[src/rtl/regfile_pkg.sv]
`default_nettype none
// ============================================================================
//  Module  : regfile_pkg
//  Brief   : Shared defaults, FSM state encoding and requester ids for the
//            dual-requester register-file arbiter.
//  Rev     : 1.0  initial release
// ============================================================================
package regfile_pkg;

    localparam int DW_DEF = 64;
    localparam int AW_DEF = 4;

    // Requester ids, also used as the round-robin "last granted" encoding
    localparam logic RID_A = 1'b0;
    localparam logic RID_B = 1'b1;

    typedef enum logic [1:0] {
        ST_IDLE    = 2'd0,
        ST_ISSUE   = 2'd1,
        ST_CAPTURE = 2'd2
    } state_t;

endpackage : regfile_pkg
`default_nettype wire

[src/rtl/rr_arb2.sv]
`default_nettype none
// ============================================================================
//  Module  : rr_arb2
//  Brief   : Two-way round-robin arbiter. Grant is combinational while en is
//            high; the "last granted" pointer advances on every grant.
//  Rev     : 1.0  initial release
// ============================================================================
module rr_arb2
    import regfile_pkg::*;
(
    input  logic       clk,
    input  logic       rst,     // asynchronous, active-low
    input  logic       en,
    input  logic [1:0] req,     // [0] = A, [1] = B
    output logic [1:0] gnt
);

    logic last_q;
    logic last_d;

    // Grant selection: on contention favour the side not granted last time
    always_comb begin
        gnt    = 2'b00;
        last_d = last_q;
        if (en) begin
            if (req == 2'b11) begin
                gnt = (last_q == RID_B) ? 2'b01 : 2'b10;
            end else begin
                gnt = req;
            end
        end
        if (gnt[0]) begin
            last_d = RID_A;
        end else if (gnt[1]) begin
            last_d = RID_B;
        end
    end

    // Pointer register; resets to "last = B" so A wins the first contention
    always_ff @(posedge clk or negedge rst) begin
        if (!rst) begin
            last_q <= RID_B;
        end else begin
            last_q <= last_d;
        end
    end

endmodule : rr_arb2
`default_nettype wire

[src/rtl/regfile_arb.sv]
`default_nettype none
// ============================================================================
//  Module  : regfile_arb
//  Brief   : Serialises write / two-operand read transactions from two
//            requesters onto a single external register-file port.
//            IDLE -> ISSUE (strobe) -> CAPTURE (reads only) -> IDLE.
//  Rev     : 1.0  initial release
// ============================================================================
module regfile_arb
    import regfile_pkg::*;
#(
    parameter int DW = DW_DEF,
    parameter int AW = AW_DEF
) (
    input  logic          clk,
    input  logic          rst,      // asynchronous, active-low
    input  logic          req_a,
    input  logic          req_b,
    input  logic          we_a,
    input  logic          we_b,
    input  logic [AW-1:0] wa_a,
    input  logic [AW-1:0] wa_b,
    input  logic [DW-1:0] wd_a,
    input  logic [DW-1:0] wd_b,
    input  logic [AW-1:0] ra1_a,
    input  logic [AW-1:0] ra1_b,
    input  logic [AW-1:0] ra2_a,
    input  logic [AW-1:0] ra2_b,
    output logic          gnt_a,
    output logic          gnt_b,
    output logic          rvalid,
    output logic          rid,
    output logic [DW-1:0] rdata1,
    output logic [DW-1:0] rdata2,
    output logic          busy,
    output logic          rf_en,
    output logic          rf_rd,
    output logic          rf_wr,
    output logic [AW-1:0] rf_si1,
    output logic [AW-1:0] rf_so1,
    output logic [AW-1:0] rf_so2,
    output logic [DW-1:0] rf_i1,
    input  logic [DW-1:0] rf_o1,
    input  logic [DW-1:0] rf_o2
);

    state_t        state_q, state_d;
    logic          we_q, we_d;
    logic          owner_q, owner_d;
    logic [AW-1:0] wa_q, wa_d;
    logic [AW-1:0] ra1_q, ra1_d;
    logic [AW-1:0] ra2_q, ra2_d;
    logic [DW-1:0] wd_q, wd_d;
    logic [DW-1:0] rdata1_q, rdata1_d;
    logic [DW-1:0] rdata2_q, rdata2_d;
    logic          rid_q, rid_d;

    logic [1:0]    arb_gnt;
    logic          arb_en;
    logic          in_issue;

    // Arbitration only while idle; gated by reset so grants drop immediately
    assign arb_en = (state_q == ST_IDLE) && rst;

    rr_arb2 u_arb (
        .clk (clk),
        .rst (rst),
        .en  (arb_en),
        .req ({req_b, req_a}),
        .gnt (arb_gnt)
    );

    // Next-state, request latching and read-data capture
    always_comb begin
        state_d  = state_q;
        we_d     = we_q;
        owner_d  = owner_q;
        wa_d     = wa_q;
        ra1_d    = ra1_q;
        ra2_d    = ra2_q;
        wd_d     = wd_q;
        rdata1_d = rdata1_q;
        rdata2_d = rdata2_q;
        rid_d    = rid_q;
        case (state_q)
            ST_IDLE: begin
                if (arb_gnt[0]) begin
                    we_d    = we_a;
                    owner_d = RID_A;
                    wa_d    = wa_a;
                    ra1_d   = ra1_a;
                    ra2_d   = ra2_a;
                    wd_d    = wd_a;
                    state_d = ST_ISSUE;
                end else if (arb_gnt[1]) begin
                    we_d    = we_b;
                    owner_d = RID_B;
                    wa_d    = wa_b;
                    ra1_d   = ra1_b;
                    ra2_d   = ra2_b;
                    wd_d    = wd_b;
                    state_d = ST_ISSUE;
                end
            end
            ST_ISSUE: begin
                if (we_q) begin
                    state_d = ST_IDLE;
                end else begin
                    // Register-file data is valid only while rf_rd is high
                    rdata1_d = rf_o1;
                    rdata2_d = rf_o2;
                    rid_d    = owner_q;
                    state_d  = ST_CAPTURE;
                end
            end
            ST_CAPTURE: state_d = ST_IDLE;
            default:    state_d = ST_IDLE;
        endcase
    end

    // State and datapath registers; reset drops any in-flight transaction
    always_ff @(posedge clk or negedge rst) begin
        if (!rst) begin
            state_q  <= ST_IDLE;
            we_q     <= 1'b0;
            owner_q  <= RID_A;
            wa_q     <= '0;
            ra1_q    <= '0;
            ra2_q    <= '0;
            wd_q     <= '0;
            rdata1_q <= '0;
            rdata2_q <= '0;
            rid_q    <= 1'b0;
        end else begin
            state_q  <= state_d;
            we_q     <= we_d;
            owner_q  <= owner_d;
            wa_q     <= wa_d;
            ra1_q    <= ra1_d;
            ra2_q    <= ra2_d;
            wd_q     <= wd_d;
            rdata1_q <= rdata1_d;
            rdata2_q <= rdata2_d;
            rid_q    <= rid_d;
        end
    end

    // Output decode: strobes and addresses are driven only during ISSUE
    assign in_issue = (state_q == ST_ISSUE);
    assign gnt_a    = arb_gnt[0];
    assign gnt_b    = arb_gnt[1];
    assign busy     = (state_q != ST_IDLE);
    assign rvalid   = (state_q == ST_CAPTURE);
    assign rid      = rid_q;
    assign rdata1   = rdata1_q;
    assign rdata2   = rdata2_q;
    assign rf_en    = in_issue;
    assign rf_wr    = in_issue & we_q;
    assign rf_rd    = in_issue & ~we_q;
    assign rf_si1   = rf_wr ? wa_q  : '0;
    assign rf_i1    = rf_wr ? wd_q  : '0;
    assign rf_so1   = rf_rd ? ra1_q : '0;
    assign rf_so2   = rf_rd ? ra2_q : '0;

endmodule : regfile_arb
`default_nettype wire

[config.mk]
export PLATFORM = sky130hd
export DESIGN_NAME = regfile_arb
export DESIGN_NICKNAME = d
export VERILOG_FILES = /design/src/rtl/regfile_pkg.sv /design/src/rtl/rr_arb2.sv /design/src/rtl/regfile_arb.sv
export SDC_FILE = /design/constraint.sdc
export NUM_CORES = 1
export LEC_CHECK = 0
export CORE_AREA = 3 3 194 196
export DETAILED_ROUTE_END_ITERATION = 8
export DIE_AREA = 0 0 197 199
export HOLD_SLACK_MARGIN = 0.08
export PLACE_DENSITY = 0.6
export SLEW_MARGIN = 25
export SYNTH_ARGS = -nofsm -noshare
export SYNTH_HDL_FRONTEND = slang
export SYNTH_HIERARCHICAL = 1
export SYNTH_SLANG_ARGS = --single-unit
[constraint.sdc]
create_clock -name clk -period 2.1 [get_ports clk]
set_clock_uncertainty 0.05 [all_clocks]
set_input_delay 0.315 -clock clk [delete_from_list [all_inputs] [get_ports clk]]
set_output_delay 0.315 -clock clk [all_outputs]
set_load 0.05 [all_outputs]
# --- After elaboration in Yosys (flattened, before gate mapping) ---
# Cells that the tools add are included.
totals:
  output_inout_bits: 212
  in_bits: 286
  regBits: 210
  word_cells: 47
classes:
  reduce_logical: 6
  n_mux: 23
  n_bitwise: 3
  eq_ne: 4
ops:
  columns: ["cell", "count"]
  rows:
  - ["two-way mux 64 bit", 3]
  - ["two-way mux 4 bit", 9]
  - ["two-way mux 2 bit", 6]
  - ["equality test 2 bit, second input constant", 2]
  - ["two-way mux 1 bit", 4]
  - ["one-hot mux 2 bit (2 select lines)", 1]
  - ["AND reduction 2 bit", 2]
  - ["nonzero test 2 bit", 2]
  - ["inequality test 3 bit, second input constant", 1]
  - ["AND 1 bit", 2]
  - ["equality test 2 x 1 -> 1 bit, second input constant", 1]
  - ["zero test 2 bit", 1]
  - ["logical AND 1 bit", 1]
  - ["NOT 1 bit", 1]

# --- Longest topological paths before layout ---
logic_depth:
  depth_word: 6
  mapped_depth: 10
  ltp_nobuf: 6

# --- Cells and area by module ---
# The synthesis kept the hierarchy.
by_module_without_submodules:
  columns: ["module", "area_each_um2", "n_inst", "cells_each"]
  rows:
  - ["regfile_arb", 9778.1, 1, 628]
  - ["rr_arb2", 62.6, 1, 8]

# --- Worst setup path after synthesis ---
# Ideal clock, no wire load.
synth_path:
  path_kind: "register -> register"
  startpoint: "register state_q[1]"
  endpoint: "register ra1_q[0]"
  setup_slack_ns: -0.883
  path_stages_with_launch: 9
  period_less_slack_ns: 2.983
  path_buffers: 2
  t_required_ns: 1.925
  arrival_time_ns: 2.808
  path_cell_list: "dfrtp_1 -> nor2_1 -> and2_1 -> nand2_1 -> a21oi_1 -> buf_6 -> clkbuf_1 -> mux2_2 -> mux2_2"
synth_via:
  elab_chain_len: 5
  elab_cells_between_ends: 6
synth_lines:
  columns: ["element", "line", "source"]
  rows:
  - ["start: declaration", "regfile_arb.sv:47", "state_t state_q, state_d;"]
  - ["start signal: assignment", "regfile_arb.sv:135", "state_q <= state_d;"]
  - ["zero test 2 bit *", "regfile_arb.sv:63", "assign arb_en = (state_q == ST_IDLE) && rst;"]
  - ["logical AND 1 bit *", "regfile_arb.sv:63", null]
  - ["named net arb_en", "regfile_arb.sv:59", "logic arb_en;"]
  - ["two-way mux 2 bit *", "rr_arb2.sv:25", "if (en) begin"]
  - ["named net gnt_a", "regfile_arb.sv:29", "output logic gnt_a,"]
  - ["nonzero test 2 bit (no source line)", null, null]
  - ["AND reduction 2 bit (no source line)", null, null]
  - ["end signal: assignment", "regfile_arb.sv:139", "ra1_q <= ra1_d;"]
  - ["end: declaration", "regfile_arb.sv:51", "logic [AW-1:0] ra1_q, ra1_d;"]
# The timed path passes the listed nets; every way through them passes the cells marked *.
# A chain may end at the register's enable or synchronous reset.

# --- Worst setup path in the final report ---
layout_path:
  startpoint: "register state_q[1]"
  endpoint: "output rf_i1[26]"
layout_via:
  elab_chain_len: 3
layout_lines:
  columns: ["element", "line", "source"]
  rows:
  - ["equality test 2 x 1 -> 1 bit", "regfile_arb.sv:149", "assign in_issue = (state_q == ST_ISSUE);"]
  - ["AND 1 bit", "regfile_arb.sv:158", "assign rf_wr = in_issue & we_q;"]
  - ["two-way mux 64 bit", "regfile_arb.sv:161", "assign rf_i1 = rf_wr ? wd_q : '0;"]
  - ["end: declaration", "regfile_arb.sv:42", "output logic [DW-1:0] rf_i1,"]
# No other way between the ends.

==> flow_summary.json <==
{
  "status": "finished, violations left",
  "violations": "negative setup slack",
  "start_util": 0.271,
  "place_hpwl_um": 24600,
  "drtPass1Iterations": 4,
  "ir_drop_mv": 1.06,
  "grt_pass1_wl_um": 48300,
  "tns_ns": -10.00,
  "ys_types": 20,
  "cts_made_buffers": 26,
  "synthesis.area_sq_um": 9840,
  "syn_to_final_growth_pct": 87.6,
  "die-area_sq_um": 39200,
  "final_layout_size_suffix_gt1_frac": 0.444,
  "cpMostUsedCell": "buf_12",
  "cts_tree": "done",
  "die_x_um": 197,
  "finalHoldViolations": 0,
  "dp.cells": 1589,
  "h-tree-depth": 1,
  "report.final.slew_viol_count": 0,
  "ys_seq_elements": 210,
  "postSynthCellCount": 636,
  "required_ns": 1.74,
  "fill_cells": 3125,
  "num_vias": 7447,
  "ios": 498,
  "clk_latency_ns": 0.52,
  "cts.sinks": 210,
  "fmax_ghz": 0.442,
  "fin_ws_ns": -0.162,
  "leakage_uw": 0.00846,
  "crit_path_start_kind": "flip-flop",
  "antenna_found_initial": 1,
  "track_usage": 0.157,
  "port_buffers": 497,
  "yosysWarningCount": 6,
  "worstPathMaxFanout": 42,
  "grt_pass1_vias": 7883,
  "critPathCaptureType": "output port",
  "multi_input_area_sq_um": 4880,
  "syn-num-nets": 922,
  "critPathBufInv": 3,
  "min_period_over_period": 1.08,
  "worst_path_largest_cell_delay_ns": 0.40,
  "final_nets": 1472,
  "crit_chain": "buf_6, nor2b_4, buf_12, and3_1, buf_12",
  "grt_max_degree": 119,
  "period_minus_slack_ns": 2.26,
  "power_uw": 29500,
  "worst_hold_path_type": "in2reg",
  "grt_setup_unrepaired": "true",
  "whs_ns": 0.204,
  "place.gp.congestion": 0.745,
  "slew_headroom": 0.520,
  "regArea_sq_um": 5260,
  "final_cells": 1671,
  "critPathSlowestCell": "dfrtp_1",
  "routed_wl_um": 35000,
  "critPathKind": "reg2out",
  "worst_ep_arrival_time_ns": 1.90,
  "first_iter_violations": 194,
  "ys_seq_area_frac": 0.534,
  "crit_family": "buffers and inverters",
  "routedWlPerCell_um": 21.0,
  "gr-total-overflow": 0,
  "drc": 0,
  "worst_pin_slew_ns": 0.720,
  "coreArea_sq_um": 36300,
  "fp.dieH_um": 199,
  "avgViaCountPerCell": 4.46,
  "syn_avg_cell_area_sq_um": 15.5,
  "drv_cap": 0,
  "utilization": 0.509,
  "clk_pin_slew_worst_paths_ns": 0.06,
  "drtAntennaViolNets": 0,
  "clock-root-buffer": "clkbuf_16",
  "p_per_area_nw_per_um2": 1600,
  "cts_buffer_depth": 3,
  "setup_viol": 101,
  "rows": 70
}
==> per-stage QoR <==
| stage | worst slack [ns] | instance area (sq um) |
|---|---|---|
| 3_5_place_dp | -0.110 | 16400 |
| 2_1_floorplan | -0.177 | 10100 |
| 4_1_cts | -0.212 | 17400 |
| 5_1_grt | -0.267 | 18500 |
| 3_3_place_gp | -0.0663 | 16400 |
| 6_report | -0.162 | 18500 |
==> final timing paths <==
| kind | from | to | slack [ns] | cells past startpoint |
|---|---|---|---|---|
| worst min register to register | wa_q[3] | wa_q[3] | 0.45 | 1 |
| worst max-delay path | state_q[1] | rf_i1[26] | -0.16 | 5 |
| min in group asynchronous | rst | rdata2[13] | 0.38 | 3 |
| worst min-delay path | rst | u_arb/last_q | 0.20 | 4 |
| worst max register to register | state_q[1] | wd_q[31] | -0.05 | 10 |
| max in group asynchronous | rst | we_q | 0.45 | 4 |
==> cell usage in the layout (no fill, tap or decap), types with 3 or more instances in the layout <==
cell type and count:
mux2_4 229, and2_4 10, and3_1 33, clkdlybuf4s50_1 320, buf_16 3, clkbuf_1 7, buf_8 7, buf_6 15
buf_12 95, buf_4 28, clkbuf_16 37, dlygate4sd2_1 59, mux2_2 53, and3_4 36, dlymetal6s2s_1 33, clkbuf_8 7
dfrtp_1 208
==> registers in the layout, summed over array words and instances, names as in the netlist <==
| signal | count |
|---|---|
| rdata1 | 64 |
| rdata2 | 64 |
| wd_q | 64 |
| ra1_q | 4 |
| ra2_q | 4 |
| wa_q | 4 |
| state_q | 2 |
| owner_q | 1 |
| rid | 1 |
| u_arb/last_q | 1 |
| we_q | 1 |
==> cells by family (layout without fill, tap and decap cells) <==
group                  count (synthesis)  after routing  share of synthesized area
buffers and inverters                 51            617                     0.0455
other                                  0              1                          0
multiplexers                         283            283                      0.362
AND/OR/NAND/NOR                       86             86                     0.0547
AO/OA/AOI/OAI                          6              6                    0.00369
flip-flops                           210            210                      0.534
==> where the power goes <==
part           total, uW  leakage [uW]  switching, uW  internal [uW]
clock network       4520      0.000424           1700           2820
logic              17600       0.00554           9370           8230
registers           7350       0.00249           1180           6170
==> Yosys cell counts (all sizes together) <==
library cell / count / share of area
dfstp: 1 / 0.0027
a21oi: 5 / 0.0029
mux2: 283 / 0.36
nand2: 2 / 0.00076
nor2b: 4 / 0.0033
and2: 10 / 0.0064
clkbuf: 19 / 0.0072
o21a: 1 / 0.00076
buf: 30 / 0.038
and3: 69 / 0.044
dfrtp: 209 / 0.53
inv: 2 / 0.00076
nor2: 1 / 0.00038
==> worst reg2reg max path: cells and delay by family, from the launching register on <==
kind / cells / cell delay [ns]
buf+inv: 4 / 0.50
mux: 2 / 0.56
flops: 1 / 0.40
simple gates: 3 / 0.37
compound gates: 1 / 0.15
==> area by class of cell <==
| cell class | count | area share |
|---|---|---|
| Timing Repair Buffer | 571 | 0.372 |
| Sequential cell | 210 | 0.285 |
| Multi-Input combinational cell | 375 | 0.264 |
| Clock buffer | 41 | 0.0432 |
| Tap cell | 468 | 0.0317 |
| Clock inverter | 3 | 0.00352 |
| Inverter | 2 | 0.000407 |
| Antenna cell | 1 | 0.000136 |
==> routing by layer <==
layer | track usage | up-vias | share of wire
met5 | 0 | - | 0
met1 | 0.192 | 3741 | 0.41
met4 | 0.0520 | 0 | 0.034
li1 | - | 3381 | -
met2 | 0.272 | 268 | 0.50
met3 | 0.0413 | 57 | 0.062
==> what timing repair did <==
action | CTS | global route
setup buffers | 6 | 18
cloned | 0 | 13
gates resized for setup | 99 | 168
hold buffers | 1 | 0
endpoints found under the setup margin | 139 | 262
pin swaps | 2 | 17
endpoints found under the hold margin | 40 | 0
No activity file was read; power rests on OpenSTA's default activity.
